### src/rtl/full_subtractor_mux.sv
// Registered ripple-borrow subtractor built from mux-based full-subtractor cells.
// Produces {bout, diff} = a - b - bin one clock after a valid input.
module full_subtractor_mux #(
    parameter int WIDTH = 1
) (
    input  logic             clk,
    input  logic             rst_n,
    input  logic             in_valid,
    input  logic [WIDTH-1:0] a,
    input  logic [WIDTH-1:0] b,
    input  logic             bin,
    output logic             out_valid,
    output logic [WIDTH-1:0] diff,
    output logic             bout
);

    // Difference cell: 4:1 mux selected by {b, borrow-in}.
    function automatic logic cell_diff(input logic ai, input logic bi, input logic ci);
        logic d;
        case ({bi, ci})
            2'b00:   d = ai;
            2'b01:   d = ~ai;
            2'b10:   d = ~ai;
            default: d = ai;
        endcase
        return d;
    endfunction

    // Borrow cell: 4:1 mux selected by {b, borrow-in}.
    function automatic logic cell_borrow(input logic ai, input logic bi, input logic ci);
        logic br;
        case ({bi, ci})
            2'b00:   br = 1'b0;
            2'b01:   br = ~ai;
            2'b10:   br = ~ai;
            default: br = 1'b1;
        endcase
        return br;
    endfunction

    logic [WIDTH-1:0] diff_p0;
    logic             bout_p0;
    logic             vld_p0;

    logic [WIDTH-1:0] diff_p1;
    logic             bout_p1;
    logic             vld_p1;

    // Stage p0: combinational ripple, LSB to MSB.
    always_comb begin
        logic borrow;
        borrow  = bin;
        diff_p0 = '0;
        for (int i = 0; i < WIDTH; i++) begin
            diff_p0[i] = cell_diff(a[i], b[i], borrow);
            borrow     = cell_borrow(a[i], b[i], borrow);
        end
        bout_p0 = borrow;
        vld_p0  = in_valid;
    end

    // Stage p1: output register; result holds while input is not valid.
    always_ff @(posedge clk or negedge rst_n) begin
        if (!rst_n) begin
            diff_p1 <= '0;
            bout_p1 <= 1'b0;
            vld_p1  <= 1'b0;
        end else begin
            vld_p1 <= vld_p0;
            if (vld_p0) begin
                diff_p1 <= diff_p0;
                bout_p1 <= bout_p0;
            end
        end
    end

    assign diff      = diff_p1;
    assign bout      = bout_p1;
    assign out_valid = vld_p1;

endmodule

### config.mk
export PLATFORM = sky130hd
export DESIGN_NAME = full_subtractor_mux
export DESIGN_NICKNAME = d
export VERILOG_FILES = /design/src/rtl/full_subtractor_mux.sv
export SDC_FILE = /design/constraint.sdc
export NUM_CORES = 1
export LEC_CHECK = 0
export CORE_AREA = 10 10 47 49
export DETAILED_ROUTE_END_ITERATION = 8
export DIE_AREA = 0 0 57 59
export SYNTH_ARGS = -nofsm -noshare
export SYNTH_HDL_FRONTEND = slang
export SYNTH_SLANG_ARGS = --single-unit
### constraint.sdc
create_clock -name clk -period 1.1 [get_ports clk]
set_clock_uncertainty 0.05 [all_clocks]
set_input_delay 0.165 -clock clk [delete_from_list [all_inputs] [get_ports clk]]
set_output_delay 0.165 -clock clk [all_outputs]
set_load 0.01 [all_outputs]
# Yosys cells after proc, flatten, opt, wreduce, memory -nomap -nowiden
# Index checks and enable logic that the tools add are counted.
# Widths: inputs -> output; s select.
[classes] n_bitwise=1 n_eq_ne=2 reduce_logical=2 n_mux=2
[op_table] op="$eq 2x1->1 const B" count=1
[op_table] op="$eq 2x2->1 const B" count=1
[op_table] op="$logic_not 2->1" count=1
[op_table] op="$pmux 1 s2" count=1
[op_table] op="$reduce_or 2->1" count=1
[op_table] op="$mux 1" count=1
[op_table] op="$not 1->1" count=1
[word_totals] word_cells=10 reg_bits=3

# Logic depth before layout (Yosys ltp)
[logic_depth] depth_word=3 ltp_mapped=3 mapped_depth_nobuf=3

# Worst setup path after synthesis
# Ideal clock, no wire load.
[synth_timing] path_type="input -> register" from="in b" to="reg diff_p1 (netlist: diff)" setup_slack_ps=19 cell_stages=3 setup_ps=125 t_required_ps=925 arrival_ps=906 cell_sequence="inv_1 -> fa_1 -> mux2_4"
[synth_between] elab_chain_cells=3
[synth_rtl] element="start, declared" line_no="10" text="input logic [WIDTH-1:0] b,"
[synth_rtl] element="$eq 2x2->1 or $eq 2x1->1 (tied branches)" line_no="20" text="case ({bi, ci})"
[synth_rtl] element="$reduce_or 2->1 (no line) (*)"
[synth_rtl] element="$mux 1 (*)"
[synth_rtl] element="via diff_p0" line_no="41" text="logic [WIDTH-1:0] diff_p0;"
[synth_rtl] element="end signal, assigned" line_no="71" text="diff_p1 <= diff_p0;"
[synth_rtl] element="end, declared" line_no="45" text="logic [WIDTH-1:0] diff_p1;"
# The timed path passes the listed nets; every way through them passes the cells marked *.
# A chain may end at the register's enable or synchronous reset.

# Final worst setup path
[layout_timing] from="in a" to="reg diff_p1 (netlist: diff)"
[layout_between] elab_chain_cells=2
[layout_rtl] element="start, declared" line_no="9" text="input logic [WIDTH-1:0] a,"
[layout_rtl] element="$not 1->1" line_no="22, 23"
[layout_rtl] element="$mux 1 (*)"
[layout_rtl] element="via diff_p0" line_no="41"
# Marks and branches as above.

==> metrics list <==
* Overall power of the completed layout: 0.406 mW
* Unrepaired setup endpoints after global routing: no
* X dimension of the die: 57 um
- The number of cells on the worst reg-to-reg path is 2.
* Cell taking the most area after synthesis: dfrtp_1
* CP startpoint: a
* Detailed Routing Iterations Pass 1: 1
* Largest net degree at the start of global routing: 4
* Leakage component of the power: 0.126 nW
* Final TNS setup: 0 ns
* Number of levels the H-tree was split into: 1
* Main flop type after synthesis: dfrtp_1
- For this run, asynchronously set or reset flops after synthesis account for 100%.
- STA classifies the critical path startpoint as an input port.
- Measured against its own limit, the worst slew margin works out to 90.7%.
- Setup crit end: diff
- The congestion estimate from routability-driven global placement came to 0.651.
- Standard-cell row count: 14
- STA classifies the critical path endpoint as a register.
- Die Span Y: 59 um
- The clock passes through at most 2 buffers.
* CTS tree: yes
- Across every metal layer, demand over resource in global routing totals 2.42%.
- Of all nets on the critical path, the largest fanout is 1.
- Once layout is done, the placed cells without fillers occupy 264 sq um.
- Overall overflow remaining after global route: 0
- Number of antenna diodes: 0
- Cells with a size suffix above 1 make up 26.1% of the layout.
* Total of endpoints with negative setup slack in the final report: 0
- Req. time, crit path: 1.17 ns
- Cell types with the highest counts after synthesis: dfrtp_1 (3), inv_1 (2)
* Total Die Area: 3360 sq um
* Syn nets: 16
* Area share of the leading cell type in the synthesized netlist: 59.4%
* Post-detailed-route DRC marker count: 0
- Dividing total power by cell area gives a power density of 1540 nW/um^2.
- Area of the placeable core: 1400 sq um
- In this run the tool buffered the top-level ports with 8 buffer cells.
- # IOs: 9
- The run finished with clean final reports.
- Final number of hold-violating endpoints: 0
* Count of pins over their slew limit: 0
- Across all hold checks on the routed design, the worst slack comes to 0.0640 ns.
* Global-route track usage on met1: 2.50%
* Overall routed net length: 347 um
* Sink count of the clock tree: 3
* Count of yosys warnings during synthesis: 0
- Worst Setup Path Type: input port to register
* Vias/cell: 2.87
- Reg-to-reg critical path startpoint: diff
* M2 GR Usage: 1.09%
- Worst Hold Class: input port to async pin
* Register bit total from synthesis: 3
- Via count of the first global-routing pass: 126
- Derived from the worst setup path, the maximum achievable clock frequency is 938 MHz.
- The final critical path takes up 97.0% of the cycle.
- Met3 usage: 3.43%
* Arrival time at the worst endpoint: 1.13 ns
- Worst path setup slack after routing: 0.0333 ns
* Root Buffer: clkbuf_4
- Relative to the synthesized area, the layout overhead comes to 109%.
- Transition time at the pin with the least slew margin: 0.139 ns
- Count of cell types in the netlist: 6
* Initial standard-cell utilization of the core: 9.02%
* Terminus of the critical flop-to-flop path: diff
* Fraction of the yosys area taken by sequential cells: 59.4%
* Layout Nets: 31
- CTS Hold Buffers Added: 0
- The detail route stage leaves a number of antenna-violating nets equal to 0.
* Via Count: 112
* Detail-routed net length per standard cell: 8.90 um
- After clock tree synthesis, the clock-pin slew on the worst setup and hold paths is 0.04 ns.
- The number of antenna violations at the first check in global routing was 0.
- The first global-routing pass estimated 503 um of wire.
- For flop-to-flop paths, the worst setup slack is 0.18 ns.
- The worst-case IR drop observed on VDD is 214 uV.
- Violation count after the first detailed-route iteration: 0
- Yosys mapped a number of flops with a built-in enable equal to 0.
- For the finished layout, the period the worst path requires is 1.07 ns.
- Most heavily used metal layer in global routing: met4
* CTS buffer count: 3
* Gate count of the mapped netlist: 9
* Post-placement setup slack: -0.465 ns
- Summing every instance area after synthesis gives 126 sq um.
- Area after detailed placement: 241 sq um
- Mapped Avg Cell Area: 14.0 sq um
- HPWL after DPL: 275 um
* Most area-consuming cells after synthesis: dfrtp_1 (59%), fa_1 (16%), mux2_4 (12%), inv_1 (5.9%), a21oi_1 (4.0%)
* Insertion delay to the later sink of the worst-skew pair: 0.23 ns
- Across the run, the number of max-cap violations was 0.
- Dominant cell by count in the synthesized netlist: dfrtp_1
worst max-delay path, cell delays in order:
cell	delay (ns)
dlygate4sd2_1	0.25
fa_1	0.46
mux2_4	0.26
per-layer routing:
| metal | vias up | routed length, um | part of all wire, % |
|---|---|---|---|
| met5 | - | 0 | 0 |
| met3 | 0 | 80 | 23 |
| met1 | 48 | 170 | 49 |
| li1 | 55 | - | - |
| met2 | 9 | 96 | 28 |
| met4 | 0 | 0 | 0 |
cells in the final DEF (no fill, tap or decap), drive strengths merged:
master,count
mux2,1
fa,1
inv,2
clkbuf,4
buf,2
dfrtp,3
clkdlybuf4s50,2
dlygate4sd2,3
clkdlybuf4s15,3
a21oi,1
nor2,1
worst min-delay path by stage:
stage | from | end | slack [ns] | cells after the start
3_5_place_dp | rst_n | bout | 0.31 | 1
6_report | rst_n | diff | 0.06 | 1
3_3_place_gp | rst_n | out_valid | 0.31 | 1
4_1_cts | rst_n | out_valid | 0.06 | 1
2_1_floorplan | rst_n | bout | -0.18 | 0
5_1_grt | rst_n | diff | 0.07 | 1
cell type report:
class	count	area, sq um
clock buffer	4	26.3
inverter	2	7.51
sequential	3	75.1
timing repair buffer	10	91.3
tap	16	20.0
multi-input combinational	4	43.8
fill	162	1140
repair_timing:
item                       4_1_cts  5_1_grt
setup endpoints to repair        5        1
hold endpoints to repair         0        0
setup buffers                    0        0
pin swaps                        1        0
gates resized for setup          8        1
where the power goes:
| group | internal [mW] | switching [mW] | leakage (nW) |
|---|---|---|---|
| logic | 0.0525 | 0.0277 | 0.0762 |
| clock network | 0.136 | 0.0592 | 0.0150 |
| registers | 0.124 | 0.00669 | 0.0345 |
cell families (layout without fill, tap and decap cells):
| group | after synthesis | in the layout | share of synthesized area, % |
|---|---|---|---|
| AOI/OAI and AO/OA | 1 | 1 | 3.96 |
| adders and majority gates | 1 | 1 | 15.8 |
| buffers and inverters | 2 | 16 | 5.94 |
| DFF | 3 | 3 | 59.4 |
| muxes | 1 | 1 | 11.9 |
| and+or+nand+nor | 1 | 1 | 2.97 |
flip-flops by register name, indices dropped and copies added, names as in the netlist:
register,count
diff,1
bout,1
out_valid,1
metrics by stage:
step,std cells,util [%]
after CTS,39,18.8
after floorplan,9,-
final,39,18.8
after global routing,39,18.8
after global placement,35,17.2
after detailed placement,35,17.2
(Power assumes the default switching activity.)
